## src/rtl/jk_excite_ctrl.sv

```systemverilog
// Drive-side controller for a bank of negedge-triggered JK flip-flops with async preset/clear.
// Keeps a shadow of the bank, derives per-bit J/K excitation, and sequences the bank clock
// strobe and the preset/clear pulses with programmable setup and hold spacing.
// Optional feature: define JK_EXC_VERIFY_EN to compare the bank readback (q_fb) against the
// expected shadow at the end of each command, flag a sticky err, and resync the shadow.
module jk_excite_ctrl #(
  parameter int unsigned WIDTH     = 8,
  parameter int unsigned SETUP_CYC = 1,
  parameter int unsigned HOLD_CYC  = 1
) (
  input  logic             clk,
  input  logic             clear,
  input  logic             in_valid,
  output logic             in_ready,
  input  logic [1:0]       in_cmd,
  input  logic [WIDTH-1:0] in_target,
  output logic             ff_clk,
  output logic [WIDTH-1:0] ff_j,
  output logic [WIDTH-1:0] ff_k,
  output logic             ff_preset,
  output logic             ff_clear,
  input  logic [WIDTH-1:0] q_fb,
  output logic [WIDTH-1:0] q_state,
  output logic             done,
  output logic             err
);

  localparam int unsigned CntMax = (SETUP_CYC > HOLD_CYC) ? SETUP_CYC : HOLD_CYC;
  localparam int unsigned CntW   = (CntMax > 1) ? $clog2(CntMax) : 1;
  localparam logic [CntW-1:0] SetupLast = CntW'(SETUP_CYC - 1);
  localparam logic [CntW-1:0] HoldLast  = CntW'(HOLD_CYC - 1);

  typedef enum logic [2:0] {StInit, StIdle, StSetup, StStrobe, StHold} state_e;
  typedef enum logic [1:0] {
    CmdLoad   = 2'b00,
    CmdPreset = 2'b01,
    CmdClear  = 2'b10,
    CmdToggle = 2'b11
  } cmd_e;

  state_e           state_q, state_d;
  logic [CntW-1:0]  cnt_q, cnt_d;
  cmd_e             cmd_q, cmd_d;
  logic [WIDTH-1:0] target_q, target_d;
  logic             in_ready_q, in_ready_d;
  logic             ff_clk_q, ff_clk_d;
  logic [WIDTH-1:0] ff_j_q, ff_j_d;
  logic [WIDTH-1:0] ff_k_q, ff_k_d;
  logic             ff_preset_q, ff_preset_d;
  logic             ff_clear_q, ff_clear_d;
  logic [WIDTH-1:0] q_state_q, q_state_d;
  logic             done_q, done_d;
  logic             err_q, err_d;

  cmd_e             in_cmd_e;
  logic             strobe_cmd;
  logic [WIDTH-1:0] shadow_exp;
  logic [WIDTH-1:0] shadow_new;
  logic             fb_mismatch;

  assign in_cmd_e   = cmd_e'(in_cmd);
  // Only LOAD and TOGGLE clock the bank; PRESET/CLEAR act through the async pins.
  assign strobe_cmd = (cmd_q == CmdLoad) || (cmd_q == CmdToggle);

  // Shadow value the bank should hold once the latched command completes.
  always_comb begin
    shadow_exp = q_state_q;
    unique case (cmd_q)
      CmdLoad:   shadow_exp = target_q;
      CmdPreset: shadow_exp = '1;
      CmdClear:  shadow_exp = '0;
      CmdToggle: shadow_exp = ~q_state_q;
      default:   shadow_exp = q_state_q;
    endcase
  end

`ifdef JK_EXC_VERIFY_EN
  // Readback wins on mismatch so the shadow tracks what the bank really holds.
  assign fb_mismatch = (q_fb != shadow_exp);
  assign shadow_new  = fb_mismatch ? q_fb : shadow_exp;
`else
  logic unused_q_fb;
  assign unused_q_fb = ^q_fb;
  assign fb_mismatch = 1'b0;
  assign shadow_new  = shadow_exp;
`endif

  // Next-state and next-output computation; every output is registered.
  always_comb begin
    state_d     = state_q;
    cnt_d       = cnt_q;
    cmd_d       = cmd_q;
    target_d    = target_q;
    in_ready_d  = in_ready_q;
    ff_clk_d    = ff_clk_q;
    ff_j_d      = ff_j_q;
    ff_k_d      = ff_k_q;
    ff_preset_d = ff_preset_q;
    ff_clear_d  = ff_clear_q;
    q_state_d   = q_state_q;
    done_d      = 1'b0;
    err_d       = err_q;

    unique case (state_q)
      StInit: begin
        state_d    = StIdle;
        in_ready_d = 1'b1;
        ff_clear_d = 1'b0;
        ff_clk_d   = 1'b1;
      end
      StIdle: begin
        if (in_valid && in_ready_q) begin
          state_d     = StSetup;
          cnt_d       = '0;
          cmd_d       = in_cmd_e;
          target_d    = in_target;
          in_ready_d  = 1'b0;
          ff_clk_d    = 1'b1;
          ff_preset_d = (in_cmd_e == CmdPreset);
          ff_clear_d  = (in_cmd_e == CmdClear);
          // Minimal excitation: set where 0->1, reset where 1->0, don't-cares at 0.
          unique case (in_cmd_e)
            CmdLoad: begin
              ff_j_d = ~q_state_q & in_target;
              ff_k_d = q_state_q & ~in_target;
            end
            CmdToggle: begin
              ff_j_d = '1;
              ff_k_d = '1;
            end
            default: begin
              ff_j_d = '0;
              ff_k_d = '0;
            end
          endcase
        end
      end
      StSetup: begin
        if (cnt_q == SetupLast) begin
          state_d  = StStrobe;
          cnt_d    = '0;
          ff_clk_d = ~strobe_cmd;
        end else begin
          cnt_d = cnt_q + 1'b1;
        end
      end
      StStrobe: begin
        state_d = StHold;
        cnt_d   = '0;
      end
      StHold: begin
        if (cnt_q == HoldLast) begin
          state_d     = StIdle;
          cnt_d       = '0;
          in_ready_d  = 1'b1;
          ff_clk_d    = 1'b1;
          ff_j_d      = '0;
          ff_k_d      = '0;
          ff_preset_d = 1'b0;
          ff_clear_d  = 1'b0;
          q_state_d   = shadow_new;
          done_d      = 1'b1;
          err_d       = err_q | fb_mismatch;
        end else begin
          cnt_d = cnt_q + 1'b1;
        end
      end
      default: begin
        state_d = StInit;
      end
    endcase
  end

  // State and output registers; clear forces INIT, which also clears the bank.
  always_ff @(posedge clk) begin
    if (clear) begin
      state_q     <= StInit;
      cnt_q       <= '0;
      cmd_q       <= CmdLoad;
      target_q    <= '0;
      in_ready_q  <= 1'b0;
      ff_clk_q    <= 1'b1;
      ff_j_q      <= '0;
      ff_k_q      <= '0;
      ff_preset_q <= 1'b0;
      ff_clear_q  <= 1'b1;
      q_state_q   <= '0;
      done_q      <= 1'b0;
      err_q       <= 1'b0;
    end else begin
      state_q     <= state_d;
      cnt_q       <= cnt_d;
      cmd_q       <= cmd_d;
      target_q    <= target_d;
      in_ready_q  <= in_ready_d;
      ff_clk_q    <= ff_clk_d;
      ff_j_q      <= ff_j_d;
      ff_k_q      <= ff_k_d;
      ff_preset_q <= ff_preset_d;
      ff_clear_q  <= ff_clear_d;
      q_state_q   <= q_state_d;
      done_q      <= done_d;
      err_q       <= err_d;
    end
  end

  assign in_ready  = in_ready_q;
  assign ff_clk    = ff_clk_q;
  assign ff_j      = ff_j_q;
  assign ff_k      = ff_k_q;
  assign ff_preset = ff_preset_q;
  assign ff_clear  = ff_clear_q;
  assign q_state   = q_state_q;
  assign done      = done_q;
  assign err       = err_q;

endmodule

```

## config.mk

```make
export PLATFORM = sky130hd
export DESIGN_NAME = jk_excite_ctrl
export DESIGN_NICKNAME = d
export VERILOG_FILES = /design/src/rtl/jk_excite_ctrl.sv
export SDC_FILE = /design/constraint.sdc
export NUM_CORES = 1
export LEC_CHECK = 0
export CAP_MARGIN = 20
export CORE_ASPECT_RATIO = 1.25
export CORE_MARGIN = 1.5
export CORE_UTILIZATION = 52
export DETAILED_ROUTE_END_ITERATION = 8
export GPL_TIMING_DRIVEN = 0
export PLACE_DENSITY = 0.9
export SYNTH_ARGS = -nofsm -noshare
export SYNTH_HDL_FRONTEND = slang
export SYNTH_SLANG_ARGS = --single-unit
```

## constraint.sdc

```tcl
create_clock -name clk -period 4.3 [get_ports clk]
set_input_delay 0.86 -clock clk [delete_from_list [all_inputs] [get_ports clk]]
set_output_delay 0.86 -clock clk [all_outputs]
set_load 0.02 [all_outputs]
```

## Word-level counts from Yosys, hierarchy flattened

Cells that the tools add are included.

- Register bits: 43
- Input port bits: 21
- Output and inout port bits: 30
- Word-level logic and storage cells: 77

- Add/sub/neg operators: 1
- Equality and inequality tests: 13
- Multiplexer cells: 26
- Bitwise gates (word level): 7
- Reduce and logical (&&, ||, !) cells: 18

Operators with widths:

| kind | number |
|---|---|
| 8-bit one-hot mux with 2 select lines | 4 |
| 8-bit one-hot mux with 4 select lines | 1 |
| 8-bit two-way mux | 3 |
| 8-bit AND | 2 |
| 8-bit NOT | 2 |
| 3-bit one-hot mux with 5 select lines | 1 |
| 1-bit two-way mux | 9 |
| 3-bit two-way mux | 3 |
| 1-bit one-hot mux with 3 select lines | 3 |
| 3-bit AND reduction | 3 |
| 2-bit equality test, second input constant | 4 |
| 3-bit by 2-bit equality test with 1-bit output, second input constant | 2 |
| 2-bit != test, second input constant | 3 |
| 2-bit AND reduction | 3 |
| 3-bit nonzero test | 2 |
| 2-bit by 1-bit equality test with 1-bit output, second input constant | 2 |
| 2-bit logical NOT | 2 |
| 1-bit one-hot mux with 4 select lines | 1 |
| 4-bit AND reduction | 1 |
| 4-bit nonzero test | 1 |
| 2-bit OR reduction | 2 |
| 3-bit by 1-bit equality test with 1-bit output, second input constant | 1 |
| 3-bit equality test, second input constant | 1 |
| 3-bit logical NOT | 1 |
| 6 further kinds | 8 |

## Depth between registers and ports, before layout

Gate-level depths: netlist of run 1.

- Depth after elaboration: 5
- Gate-level depth with buffers: 6
- Mapped depth without buffers: 5

## Worst setup path after synthesis of run 1

OpenSTA, ideal clock, no wires.

- Path type: input port to flip-flop
- From: in in_cmd[0]
- To: reg ff_j_q[3], in the netlist ff_j[3]
- Library setup time: 92 ps
- Arrival: 2,029 ps
- Required time: 4,208 ps
- Path slack: 2,179 ps
- Stages: 6
- Buffers on the path: 2
- Path through: inv_1 -> ha_1 -> or4_1 -> buf_2 -> buf_6 -> o32ai_1

- Word-level cells in the longest chain between the ends: 4
- Elaborated cells between the ends (all ways): 5
- Classes of those cells: eq/ne: 1; mux: 3; reduce/logical: 1

RTL lines:

| what | RTL line | RTL |
|---|---|---|
| start: declaration | 15 | `input logic [1:0] in_cmd,` |
| 2-bit equality test or 2-bit logical NOT (tied branches) | 122 | `unique case (in_cmd_e)` |
| 8-bit one-hot mux with 2 select lines * | 122 |  |
| 8-bit two-way mux * | 112 | `if (in_valid && in_ready_q) begin` |
| 8-bit one-hot mux with 2 select lines * | 104 | `unique case (state_q)` |
| end signal: assignment | 197 | `ff_j_q <= ff_j_d;` |
| end: declaration | 47 | `logic [WIDTH-1:0] ff_j_q, ff_j_d;` |

Mark *: on every way between the ends. The rest lies on a longest branch, timed or not. The select of a mux whose other input is x is not followed.
A chain may end at the register's enable or synchronous reset.

## Worst setup path after layout of run 1

- From: in in_cmd[0]
- To: reg ff_k_q[7], in the netlist ff_k[7]

- Word-level cells in the longest chain between the ends: 4
- Elaborated cells between the ends (all ways): 5
- Classes of those cells: eq/ne: 1; mux: 3; reduce/logical: 1

RTL lines:

| what | RTL line | RTL |
|---|---|---|
| 2-bit equality test or 2-bit logical NOT (tied branches) | 122 |  |
| 8-bit one-hot mux with 2 select lines * | 122 |  |
| 8-bit two-way mux * | 112 |  |
| 8-bit one-hot mux with 2 select lines * | 104 |  |
| end signal: assignment | 198 | `ff_k_q <= ff_k_d;` |
| end: declaration | 48 | `logic [WIDTH-1:0] ff_k_q, ff_k_d;` |

Marked as above.

==> run_results.csv, run 1 <==
group,metric,value,unit
cts,htree_levels,2,
yosys,yosys.cell_types.count,34,
timing,setup_violations,0,
yosys,synthCells,227,
cts,clock_sinks,42,
place,portBuffers,40,
yosys,syn_area,1950,µm²
timing,rsz0062_at_grt,"false",
worst_setup_path,cp_max_fo,10,
worst_setup_path,endpoint_kind,"flip-flop",
detailed_routing,wl_per_cell,15.0,µm
final_layout,fin_nets,302,
worst_setup_path,reg2reg_to,"q_state[5]",
worst_setup_path,worst_path_max_delay_cell,"clkdlybuf4s50_1",
yosys,synth_edf_count,0,
yosys,ys_warn_count,0,
pwr,clkPwrFrac,33.5,%
cts,cts_tree,"built",
yosys,synthAdderAreaFrac,4.48,%
run_status,outcome,"complete, but fails checks",
timing,whs,0.472,ns
worst_setup_path,r2r_slack,2.59,ns
yosys,ys_ff_latch,42,
worst_setup_path,reg2reg_depth,5,
timing,fmaxAchievable,398,MHz
worst_setup_path,r2r_start,"cmd_q[0]",
global_routing,antenna_found_initial,0,
floorplan,die_h,71.5,µm
timing,slew_viol_final,0,
yosys,synth_top_family_by_area,"compound AO/OA/AOI/OAI gates",
worst_hold_path,hold_class,"flip-flop to flip-flop",
detailed_routing,antenna_left,0,
pwr,vdd_drop_max,0.204,mV
detailed_routing,drc,3,
timing,finalCritPeriodShare,58.5,%
timing,tightest_slew,0.536,ns
global_routing,grt_pass1_vias,1659,
cts,clk_path_buf_depth,2,
worst_hold_path,min-delay-start,"target_q[1]",
worst_setup_path,crit_chain,"clkdlybuf4s50_1, inv_1, ha_1, or4_1, buf_2, buf_6, o32ai_1",
yosys,ys_seq_area_share,43.0,%
place,detailed_place.area,2400,µm²
detailed_routing,drt_wl_total,4.68,mm
floorplan,die_area,4140,µm²
cts,cts-root-buf,"clkbuf_8",
global_routing,overflow,0,
timing,finClkSkew,0.00649,ns
cts,clk_pin_slew,0.08,ns
final_layout,diodes,0,
timing,fin_crit,2.51,ns
detailed_routing,drt_iter0_drc,96,
pwr,switching_share,25.4,%
final_layout,design_area,2490,µm²
final_layout,syn_to_final_growth,27.2,%
final_layout,drive_gt1_share,7.33,%
cts,clkLatencyLatePin,0.29,ns
worst_setup_path,crit_type,"input port to flip-flop",
pwr,switching_power,0.191,mW
yosys,synthMuxAreaShare,0,%
floorplan,die_w,57.8,µm
pwr,power.internal,0.559,mW
final_layout,fin_util,70.2,%
timing,setup_tns,0,ns
detailed_routing,first_pass_iters,6,
yosys,ys.flop_type,"dfxtp_1",
worst_setup_path,cp_data_required_time,4.51,ns
final_layout,multi_input_area,881,µm²
cts,numCtsBuffers,5,
global_routing,grt_use_total,23.3,%
yosys,synthSimpleGateAreaFrac,12.4,%
timing,hold_viol,0,
run_status,violations,"design-rule violations",
global_routing,grt_start_max_net_pins,12,
floorplan,core,3540,µm²
yosys,synth_xor_area_share,0,%
worst_setup_path,cp-start-kind,"input port",
place,place_congestion,0.807,
flow_run,drv_cap,0,
final_layout,regArea,841,µm²
worst_setup_path,cpPeakStageDelay,0.55,ns
pwr,power_frac_seq,53.6,%
timing,slew_headroom,64.1,%
floorplan,initial_core_util,55.2,%
pwr,pwr-share-comb,13.0,%
pwr,power-per-cell-area,302,nW/µm²
worst_setup_path,worst_ep_arrival_time,2.72,ns
cts,hold_buffers,0,
floorplan,row_count,24,
yosys,syn-num-nets,255,
detailed_routing,viasPerCell,5.87,
pwr,p_total,0.750,mW
cts,cts-resized-gates,0,
detailed_routing,vias,1830,
worst_hold_path,min_path_cells,2,
place,post-dp-hpwl,3.41,mm
pwr,leakage,0.883,nW
worst_hold_path,hold_path_end,"target_q[1]",
cts,postCtsSetupBuffers,0,
yosys,async_flop_share,0,%
global_routing,grt_pass1_wl,7.55,mm
yosys,synth-compound-area-share,28.0,%
floorplan,io_pins,51,
yosys,syn_area_per_cell,8.61,µm²
final_layout,fillers,271,
## power groups by stage
stage          Combinational, mW  Sequential, mW  Clock (mW)
5_1_grt                    0.106           0.403       0.266
4_1_cts                   0.0961           0.402       0.256
2_1_floorplan             0.0529           0.415           0
3_3_place_gp              0.0931           0.410           0
3_5_place_dp              0.0955           0.411           0
6_report                  0.0974           0.402       0.251
## metal layers
layer | global-route usage [%] | routed length, µm
met5 | 0 | 0
met3 | 3.79 | 204
met4 | 12.7 | 93
met2 | 40.3 | 2400
met1 | 27.0 | 1990
## registers in the layout, indices dropped and copies added, names as in the netlist, 2 cells and up
| name | cells |
|---|---|
| ff_j | 8 |
| ff_k | 8 |
| q_state | 8 |
| target_q | 8 |
| state_q | 3 |
| cmd_q | 2 |
## cell usage in the layout (no fill, tap or decap), types with 2 or more instances in the layout
cell type,count
a21oi_1,14
a21oi_2,2
a31oi_1,16
a32o_1,8
buf_1,2
buf_2,6
clkbuf_1,9
clkbuf_8,6
clkdlybuf4s50_1,40
dfxtp_1,42
ha_1,7
inv_1,37
nand2_1,3
nand2b_1,9
nand3_1,11
nor2_1,6
o211ai_1,2
o21ai_0,20
o32ai_1,16
## cells by family (layout without fill, tap and decap cells)
group           Yosys count  count (layout)
fa+ha+maj                 7               7
flops                    42              42
other cells               1               1
compound gates           81              81
buf+inv                  57             103
simple gates             39              39
## how the worst max path moves through the flow
stage               cells after the start  slack, ns      end      start
finish                                  7       1.79  ff_k[7]  in_cmd[0]
global route                            7       1.63  ff_k[1]  in_cmd[0]
CTS                                     7       1.78  ff_k[7]  in_cmd[0]
detailed placement                      7       1.48  ff_k[7]  in_cmd[0]
global placement                        7       1.52  ff_j[7]  in_cmd[0]
floorplan                               6       2.18  ff_j[3]  in_cmd[0]
## worst max-delay path, delay by kind of cell
| family | cells | cell delay (ns) |
|---|---|---|
| buffers and inverters | 4 | 0.97 |
| AO/OA/AOI/OAI | 1 | 0.12 |
| adder cells (fa/ha/maj) | 1 | 0.29 |
| AND/OR/NAND/NOR | 1 | 0.48 |
## per-stage QoR
step	worst slack (ns)	cells
after floorplan	2.18	227
after global placement	1.52	306
after detailed placement	1.48	306
after CTS	1.78	312
after global routing	1.63	312
final	1.79	312
## synth_stat cells (2+ instances only)
master    instances  share of area (%)
a21oi_2           2               0.90
inv_1            37                7.1
nand3_1          11                2.8
nor2_1            6                1.2
o211ai_1          2               0.77
nand2b_1          9                2.9
buf_1             2               0.38
dfxtp_1          42                 43
nand2_1           3               0.58
o32ai_1          16                7.2
a21oi_1          14                3.6
a32o_1            8                4.1
buf_2             6                1.5
o21ai_0          20                5.1
clkbuf_1          9                1.7
ha_1              7                4.5
a31oi_1          16                5.1
## layout make-up
cell class / instances / area share, %
tap: 39 / 1.96
multi-input combinational: 128 / 35.4
inverter: 38 / 5.74
clock buffer: 6 / 3.32
sequential: 42 / 33.8
buffer: 19 / 3.62
timing repair buffer: 40 / 16.1
Power figures use the tool's default switching activity.
==> run 2: changes to the inputs <==
--- a/config.mk
+++ b/config.mk
@@ -8,10 +8,10 @@
 export CAP_MARGIN = 20
 export CORE_ASPECT_RATIO = 1.25
 export CORE_MARGIN = 1.5
-export CORE_UTILIZATION = 52
+export CORE_UTILIZATION = 43
 export DETAILED_ROUTE_END_ITERATION = 8
 export GPL_TIMING_DRIVEN = 0
-export PLACE_DENSITY = 0.9
+export PLACE_DENSITY = 0.8
 export SYNTH_ARGS = -nofsm -noshare
 export SYNTH_HDL_FRONTEND = slang
 export SYNTH_SLANG_ARGS = --single-unit
==> constraint.sdc (replaced) <==
create_clock -name clk -period 2.16 [get_ports clk]
set_input_delay 0.432 -clock clk [delete_from_list [all_inputs] [get_ports clk]]
set_output_delay 0.432 -clock clk [all_outputs]
set_load 0.02 [all_outputs]
==> run 2 against run 1 <==
The flow now finishes without violations. Clock power is 140% higher. Flip-flop and latch count stayed put. Power is 110% higher. Final cell count is 6.7% higher. Count of clock-buffer cells in the layout is 1 lower. Critical path depth is 1 lower. Critical path type unchanged. Largest cell class unchanged. Largest power group unchanged.
==> run_results.csv, run 2 (synthesis results as in run 1) <==
group,metric,value,unit
cts,cts-root-buf,"clkbuf_8",
final_layout,final_cell_mix,"dfxtp_1, clkdlybuf4s50_1, inv_1",
worst_setup_path,worst_path_max_delay_cell,"clkdlybuf4s50_1",
global_routing,grt_start_max_net_pins,14,
timing,finClkSkew,0.00326,ns
global_routing,top_usage_layer,"met2",
worst_hold_path,hold_class,"flip-flop to flip-flop",
place,dp_cells,325,
place,portBuffers,40,
final_layout,regArea,841,µm²
pwr,vdd_drop_max,0.288,mV
final_layout,diodes,0,
run_status,outcome,"complete, no violations",
worst_setup_path,worst_ep_arrival_time,2.05,ns
worst_setup_path,crit_chain,"clkdlybuf4s50_1, nand4bb_1, or4_1, buf_2, buf_6, o32ai_1",
pwr,p_total,1.60,mW
floorplan,io_pins,51,
cts,clk_path_buf_depth,2,
final_layout,fillers,418,
detailed_routing,drt_iter0_drc,141,
cts,clkLatencyLatePin,0.30,ns
detailed_routing,first_pass_iters,4,
final_layout,fin_cells,333,
timing,tightest_slew,0.534,ns
global_routing,met3_usage,3.58,%
worst_setup_path,cp_num_buf_inv,3,
timing,setup_violations,0,
final_layout,syn_to_final_growth,30.0,%
cts,clk_pin_slew,0.08,ns
place,post-dp-hpwl,3.52,mm
timing,fin_crit,1.85,ns
floorplan,row_count,27,
detailed_routing,antenna_left,0,
place,place_congestion,0.881,
floorplan,die_w,63.3,µm
detailed_routing,wl_per_cell,14.1,µm
worst_setup_path,cp-start-kind,"input port",
floorplan,core,4390,µm²
global_routing,overflow,0,
detailed_routing,drc,0,
cts,numCtsBuffers,5,
final_layout,layout_commonest_cell,"dfxtp_1",
final_layout,fin_util,57.9,%
timing,rsz0062_at_grt,"false",
global_routing,antenna_found_initial,0,
worst_setup_path,cp_max_fo,10,
worst_setup_path,path_delay_family,"buffers and inverters",
final_layout,drive_gt1_share,8.00,%
timing,slew_viol_final,0,
timing,hold_viol,0,
detailed_routing,viasPerCell,5.42,
cts,cts_tree,"built",
cts,clock_sinks,42,
global_routing,grt_pass1_wl,7.62,mm
final_layout,multi_input_area,881,µm²
worst_setup_path,cpPeakStageDelay,0.56,ns
floorplan,die_h,78.4,µm
cts,htree_levels,2,
global_routing,grt_use_met2,34.5,%
timing,fmaxAchievable,541,MHz
pwr,leakage,0.916,nW
timing,slew_headroom,64.2,%
final_layout,fin_nets,302,
worst_setup_path,cp_data_required_time,2.36,ns
global_routing,grt_use_total,19.5,%
floorplan,initial_core_util,44.5,%
global_routing,grt_pass1_vias,1625,
floorplan,die_area,4960,µm²
worst_setup_path,endpoint_kind,"flip-flop",
flow_run,drv_cap,0,
worst_setup_path,crit_type,"input port to flip-flop",
detailed_routing,drt_wl_total,4.68,mm
pwr,power-per-cell-area,631,nW/µm²
global_routing,met1_usage,23.4,%
timing,finalCritPeriodShare,85.5,%
detailed_routing,vias,1806,
==> run 2: power breakdown <==
part,switching (mW),total [mW],internal (mW)
registers,0.0104,0.800,0.789
logic,0.115,0.192,0.0765
clock network,0.272,0.612,0.340
total,0.397,1.60,1.21
==> run 2: repair_timing <==
| action | 4_1_cts | 5_1_grt |
|---|---|---|
| hold buffers | 0 | 0 |
| gates resized for setup | 0 | 2 |
| setup endpoints to repair | 0 | 7 |
| buffers inserted | 0 | 0 |
==> run 2: layout make-up <==
| cell class | count | area share, % |
|---|---|---|
| multi-input cells | 128 | 34.7 |
| flip-flops and latches | 42 | 33.1 |
| repair buffers | 40 | 16.0 |
| inverters | 38 | 5.61 |
| plain buffers | 19 | 3.55 |
| well taps | 58 | 2.86 |
| clock buffers | 5 | 2.71 |
| clock inverters | 3 | 1.58 |
==> run 2: worst paths after layout <==
path | startpoint | to | slack (ns) | cells after the start
max | in_valid | ff_j[6] | 0.31 | 6
min reg2reg | target_q[0] | target_q[0] | 0.47 | 2
min | target_q[0] | target_q[0] | 0.47 | 2
max reg2reg | cmd_q[0] | q_state[5] | 0.45 | 5
==> run 2: per-layer routing <==
metal | wire, µm | part of all wire, %
met3 | 214 | 4.6
met4 | 72 | 1.5
met1 | 1970 | 42
met2 | 2420 | 52
met5 | 0 | 0
==> run 2: worst register-to-register path, delay by kind of cell (launching register included) <==
family | cells | cell delay (ns)
and+or+nand+nor | 1 | 0.36
buffers and inverters | 1 | 0.06
DFF | 1 | 0.39
adders and majority gates | 1 | 0.31
AOI/OAI and AO/OA | 2 | 0.49
==> run 2: stage by stage <==
step / hold slack (ns) / setup slack (ns) / area, µm² / setup TNS, ns
detailed placement: 0.463 / -0.262 / 2430 / -3.11
CTS: 0.474 / 0.0462 / 2540 / 0
global route: 0.496 / 0.224 / 2540 / 0
finish: 0.470 / 0.312 / 2540 / 0
floorplan: 0.448 / 0.467 / 1950 / 0
global placement: 0.455 / -0.202 / 2430 / -2.28
==> run 3: changes to the inputs <==
==> constraint.sdc (replaced) <==
create_clock -name clk -period 2.16 [get_ports clk]
set_input_delay 0.216 -clock clk [delete_from_list [all_inputs] [get_ports clk]]
set_output_delay 0.216 -clock clk [all_outputs]
set_load 0.02 [all_outputs]
==> run 3 against run 2 <==
Clock power about the same. Final cell count unchanged. Largest power group unchanged. Register-to-register slack got worse by 0.02 ns. Power hardly changed. Critical endpoint unchanged. Utilization shrank 0.11 points. Combinational power is essentially flat. Hold slack got worse by 0.20 ns. Sequential power about the same. Global-route usage stayed put.
==> run_results.csv, run 3 (synthesis results as in run 1) <==
group,metric,value,unit
cts,clk_path_buf_depth,2,
place,post-dp-hpwl,3.52,mm
cts,cts_tree,"built",
final_layout,syn_to_final_growth,29.8,%
detailed_routing,viasPerCell,5.41,
detailed_routing,first_pass_iters,4,
worst_setup_path,r2r_slack,0.43,ns
final_layout,diodes,0,
detailed_routing,vias,1802,
worst_setup_path,reg2reg_depth,5,
global_routing,antenna_found_initial,0,
detailed_routing,drc,0,
final_layout,final_cell_mix,"dfxtp_1, clkdlybuf4s50_1, inv_1",
cts,postCtsSetupBuffers,0,
timing,finalCritPeriodShare,88.0,%
timing,worst_slack,0.260,ns
detailed_routing,wl_per_cell,14.0,µm
timing,finClkSkew,0.00356,ns
worst_setup_path,cp-start-kind,"input port",
final_layout,drive_gt1_share,8.00,%
pwr,vdd_drop_max,0.285,mV
final_layout,layout_commonest_cell,"dfxtp_1",
global_routing,grt_start_max_net_pins,14,
worst_hold_path,hold_class,"input port to flip-flop",
place,pre_cts_ws,-0.0461,ns
worst_setup_path,cp-startpoint,"in_cmd[0]",
timing,hold_viol,0,
detailed_routing,drt_iter0_drc,125,
floorplan,die_h,78.4,µm
pwr,power-per-cell-area,632,nW/µm²
timing,slew_viol_final,0,
global_routing,grt_pass1_vias,1625,
cts,clkLatencyLatePin,0.30,ns
worst_setup_path,cp_data_required_time,2.36,ns
timing,slew_headroom,64.1,%
detailed_routing,drt_wl_total,4.67,mm
global_routing,grt_use_total,19.5,%
worst_setup_path,endpoint_kind,"flip-flop",
worst_setup_path,worst_ep_arrival_time,2.10,ns
worst_setup_path,crit_chain,"clkdlybuf4s50_1, inv_1, ha_1, or4_1, buf_2, buf_6, o32ai_1",
worst_hold_path,hold_path_end,"ff_k[5]",
worst_setup_path,cpPeakStageDelay,0.56,ns
worst_setup_path,reg2reg_to,"q_state[5]",
cts,clock_sinks,42,
final_layout,fillers,419,
timing,setup_violations,0,
detailed_routing,antenna_left,0,
floorplan,core,4390,µm²
worst_setup_path,cp_max_fo,10,
worst_hold_path,min-delay-start,"clear",
cts,numCtsBuffers,5,
timing,fin_crit,1.90,ns
floorplan,die_w,63.3,µm
worst_setup_path,crit_type,"input port to flip-flop",
cts,htree_levels,2,
global_routing,grt_pass1_wl,7.62,mm
place,place_congestion,0.881,
cts,clk_pin_slew,0.08,ns
global_routing,overflow,0,
worst_setup_path,r2r_start,"cmd_q[0]",
worst_setup_path,worst_path_max_delay_cell,"clkdlybuf4s50_1",
timing,tightest_slew,0.536,ns
final_layout,fin_util,57.7,%
timing,fmaxAchievable,526,MHz
run_status,outcome,"complete, no violations",
floorplan,initial_core_util,44.5,%
place,portBuffers,40,
cts,hold_buffers,0,
cts,cts-root-buf,"clkbuf_8",
flow_run,drv_cap,0,
cts,cts-resized-gates,0,
worst_hold_path,min_path_cells,2,
floorplan,die_area,4960,µm²
floorplan,io_pins,51,
pwr,leakage,0.897,nW
floorplan,row_count,27,
timing,rsz0062_at_grt,"false",
final_layout,fin_nets,302,
-- run 3: power by group --
group | switching [mW] | internal (mW) | leakage (nW) | total (mW)
clock | 0.270 | 0.340 | 0.0579 | 0.610
sequential | 0.0106 | 0.789 | 0.340 | 0.800
combinational | 0.115 | 0.0770 | 0.499 | 0.192
total | 0.396 | 1.21 | 0.897 | 1.60
-- run 3: per-stage QoR --
stage                     TNS, ns  std cells  cell area (µm²)  total power, mW  hold WS [ns]
after floorplan                 0        227             1950            0.932         0.364
after global placement          0        325             2430             1.00         0.455
after detailed placement   -0.288        325             2430             1.01         0.463
after CTS                       0        333             2540             1.61         0.270
after global routing            0        333             2540             1.66         0.289
final                           0        333             2540             1.60         0.270
-- run 3: layout make-up --
type | count | area (µm²) | area share, %
Multi-Input combinational cell | 128 | 881 | 34.7
Inverter | 38 | 143 | 5.62
Timing Repair Buffer | 40 | 400 | 15.8
Tap cell | 58 | 72.6 | 2.86
Clock buffer | 5 | 68.8 | 2.71
Buffer | 19 | 90.1 | 3.55
Clock inverter | 3 | 40.0 | 1.58
Sequential cell | 42 | 841 | 33.2
-- run 3: metal layers --
layer / GRT usage (%) / vias up / part of all wire (%)
met2: 34.5 / 44 / 52
met3: 3.58 / 6 / 3.8
li1: - / 905 / -
met5: 0 / - / 0
met4: 7.39 / 0 / 1.4
met1: 23.4 / 847 / 43
-- run 3: how the worst max path moves through the flow --
stage | to | slack [ns] | depth (start not counted)
after global routing | ff_j[6] | 0.18 | 7
after CTS | ff_j[6] | 0.26 | 7
final | ff_j[6] | 0.26 | 7
after detailed placement | ff_j[6] | -0.05 | 7
after global placement | ff_k[7] | 0.01 | 7
after floorplan | ff_j[3] | 0.66 | 5
-- run 3: worst max-delay path, delay by kind of cell --
kind                       cells  cell delay [ns]
AOI/OAI and AO/OA              1             0.13
and+or+nand+nor                1             0.50
buffers and inverters          4             0.98
adders and majority gates      1             0.29
==> RTL change 1, RTL diff (flow settings as in run 3) <==
Build with the macro `JK_EXC_VERIFY_EN` defined.
--- a/src/rtl/jk_excite_ctrl.sv
+++ b/src/rtl/jk_excite_ctrl.sv
@@ -5,2 +5,4 @@
 // expected shadow at the end of each command, flag a sticky err, and resync the shadow.
+`define JK_EXC_VERIFY_EN
+
 module jk_excite_ctrl #(
Behaviour: not the same (Yosys sat finds a counterexample within 10 cycles, from zero or initial values).
==> RTL change 1 against run 3 <==
Total power fell by 4.4%. Design area rose by 8.1%. Sequential share of layout area fell by 1.8 points. Global-route usage rose by 1.0 points. Worst setup slack improved by 0.033 ns. Routed wire length rose by 10%. Synthesized cell count rose by 13%. Area after synthesis rose by 6.3%. Clock skew rose by 0.0029 ns. Sequential cell count rose by 1. Core utilization rose by 0.65 points. Critical endpoint is now err.
==> RTL change 1: results (changes against run 3) <==
* M2 GR Usage at 36.2% (+1.8 points)
* Non-CTS buffers at 64 (+8.5%)
* Worst setup skew after layout at 0.00651 ns (+0.00295 ns)
* M3 GR Usage at 2.94% (-0.64 points)
* Internal power at 1.14 mW (-5.4%)
* Seq/Total Area, Yosys at 41.4% (-1.6 points)
* Gp weighted congestion at 0.869 (-1.4%)
* End point of the critical path: err
* GR Util met1 at 24.9% (+1.5 points)
* Port bufs at 49 (+23%)
* WS Path Type: register to register
* Placed insts at 365 (+12%)
* Worst-Margin Slew at 0.557 ns (+0.0213 ns)
* Routed vias/inst at 5.27 (-2.6%)
* Critical Path AT at 2.03 ns (-0.07 ns)
* Total track usage at 20.5% (+1.0 points)
* Met2 WL at 2.63 mm (+9.2%)
* Inverters excl. clock at 6 (-84%)
* Clk slew on worst S/H paths at 0.08 ns (about the same)
* Crit Path Max Fanout at 8 (-2)
* M1 wire length at 2.13 mm (+5.6%)
* Metal3 WL at 275 µm (+54%)
* Synth top area cells: dfxtp_1 (41%), nand2_1 (12%), a21oi_1 (8.7%), ha_1 (4.2%), and3b_1 (3.4%)
* Top cell family by delay on the critical path: compound AO/OA/AOI/OAI gates
* Post-Synthesis Net Count at 284 (+11%)
* Placed Area at 2640 µm² (+8.9%)
* Comb_multi_in at 191 (+49%)
* Fillers at 439 (+4.8%)
* Lkg Pwr at 1.00 nW (+11%)
* Outcome: finished clean
* Gate Count Post-Synth at 256 (+13%)
* Slowest stage cell, crit path: dfxtp_1
* Hold Slack at 0.366 ns (+0.0960 ns)
* Synth cell count leaders: nand2_1 (66), dfxtp_1 (43), a21oi_1 (36), o21ai_1 (14), nor2_1 (11)
* Final #Nets at 339 (+12%)
* Worst hold endpoint: done
* Number of global-route vias before repair at 1848 (+14%)
* Combinational power share at 14.6% (+2.6 points)
* Via count at 1960 (+8.8%)
* First-pass GRT wire length at 8.42 mm (+11%)
* Clk pwr share at 31.7% (-6.4 points)
* Largest net degree at the start of global routing at 13 (-1)
* Clock-cell share of area at 2.97% (-1.3 points)
* CTS Buf Count at 5 (unchanged)
* Max VDD drop at 0.292 mV (+2.5%)
* Multi-input combinational area share at 40.8% (+6.0 points)
* DRT iter0 DRCs at 118 (-5.6%)
* Share of cells above drive strength 1 at 7.69% (-0.31 points)
* Register fraction of the total cell area at 31.4% (-1.8 points)
* CTS Sinks at 43 (+2.4%)
* Worst setup slack after placement at 0.150 ns (+0.196 ns)
* Clock buffers at 7 (+2)
* Post-DP HPWL at 3.89 mm (+10%)
* Final wirelength at 5.14 mm (+10%)
* Yosys cell types at 32 (-5.9%)
* Worst reg-to-reg setup slack at 0.29 ns (-0.14 ns)
[RTL change 1: cell count changes after synthesis, sizes merged, moves of 10 or more]
cell | before | now
a21oi | 16 | 36
a31oi | 16 | 0
inv | 38 | 6
nand2 | 3 | 66
nand3 | 11 | 1
o32ai | 16 | 0
[RTL change 1: kinds of logic after synthesis]
family / after synthesis / synth area share [%]
buffers and inverters: 22 / 5.78
AOI/OAI and AO/OA: 67 / 17.5
and+or+nand+nor: 107 / 26.7
muxes: 2 / 0.964
DFF: 43 / 41.4
xor gates and xnor gates: 8 / 3.37
adders and majority gates: 7 / 4.22
[RTL change 1: stage by stage]
| stage | total power, mW | utilization (%) |
|---|---|---|
| floorplan | 0.966 | - |
| global placement | 1.05 | 56.3 |
| detailed placement | 1.06 | 56.3 |
| CTS | 1.53 | 58.0 |
| global route | 1.59 | 58.4 |
| finish | 1.53 | 58.4 |
==> RTL change 2, RTL diff (settings of run 3) <==
Made on the original files. The 5 states of `state_e` get a Gray code encoding in 3 bits.
--- a/src/rtl/jk_excite_ctrl.sv
+++ b/src/rtl/jk_excite_ctrl.sv
@@ -32,3 +32,3 @@
 
-  typedef enum logic [2:0] {StInit, StIdle, StSetup, StStrobe, StHold} state_e;
+  typedef enum logic [2:0] {StInit = 3'b000, StIdle = 3'b001, StSetup = 3'b011, StStrobe = 3'b010, StHold = 3'b110} state_e;
   typedef enum logic [1:0] {
Function: no difference found for any inputs over 10 cycles, from zero or initial values; not proved beyond that.
==> RTL change 2 against run 3 <==
Area after synthesis unchanged. Worst setup slack better by 0.071 ns. Worst hold slack gained 0.20 ns. Largest power group unchanged. Total power shrank 6.0%. Final cell count decreased by 5.1%. Routed wire length down 6.9%. Register-to-register slack worse by 0.09 ns. Design area decreased by 0.30%. Sequential cell count unchanged. Die area did not move. Highest routed layer unchanged. Sequential power barely moved. Clock power shrank 15%. Largest cell class unchanged.
==> RTL change 2: results (changes against run 3) <==
* Worst setup slack after placement at 0.0190 ns (+0.0651 ns)
* Final wirelength at 4.35 mm (-6.9%)
* Clock-cell share of area at 3.61% (-0.68 points)
* Max VDD drop at 0.328 mV (+15%)
* Post-synthesis xor/xnor area fraction at 0.448% (+0.45 points)
* Fillers at 401 (-4.3%)
* Net Sw Frac at 25.3% (+0.57 points)
* Critical Path AT at 2.06 ns (-0.04 ns)
* Hold Path Class: register to register
* M1 wire length at 1.91 mm (-5.4%)
* Met2 WL at 2.18 mm (-9.5%)
* Reg-to-Reg End: ff_k[3]
* Number of global-route vias before repair at 1551 (-4.6%)
* Yosys cell types at 36 (+5.9%)
* Placed insts at 308 (-5.2%)
* Reg-to-Reg Start: state_q[0]
* Finished Layout Cells at 316 (-5.1%)
* Mux contribution to synthesized area at 0.512% (+0.51 points)
* Synthesis-to-finish area growth at 29.4%
* Outcome: finished clean
* Crit path largest cell delay at 0.54 ns (-0.02 ns)
* Fmax at 547 MHz (+3.9%)
* Placed Area at 2440 µm² (+0.41%)
* Comb_multi_in at 126 (-1.6%)
* Worst-Margin Slew at 0.679 ns (+0.143 ns)
* Worst hold endpoint: ff_j[2]
* First-pass GRT wire length at 7.18 mm (-5.7%)
* Lkg Pwr at 0.920 nW (+2.5%)
* Final #Nets at 285 (-5.6%)
* Metal3 WL at 155 µm (-13%)
* Multi-input combinational area share at 36.6% (+1.8 points)
## RTL change 2: cell types whose count changed after synthesis, moves of 2 or more
cell | before | now
a21o_1 | 0 | 2
buf_2 | 6 | 1
buf_6 | 1 | 3
o211ai_1 | 2 | 0
inv_1 | 37 | 23
a31oi_1 | 16 | 18
a21oi_1 | 14 | 12
o2bb2ai_2 | 0 | 10
a21oi_2 | 2 | 0
o2bb2ai_1 | 0 | 6
o32ai_1 | 16 | 0
## RTL change 2: power groups by stage
stage / combinational (mW) / sequential (mW) / clock (mW)
floorplan: 0.106 / 0.825 / 0
CTS: 0.189 / 0.798 / 0.529
global placement: 0.185 / 0.816 / 0
detailed placement: 0.188 / 0.817 / 0
global route: 0.208 / 0.800 / 0.565
finish: 0.189 / 0.799 / 0.519
## RTL change 2: cells by family after synthesis
group | count (synthesis)
buffers and inverters | 41
and+or+nand+nor | 36
xor gates and xnor gates | 1
AOI/OAI and AO/OA | 80
muxes | 1
other | 1
adders and majority gates | 7
DFF | 42
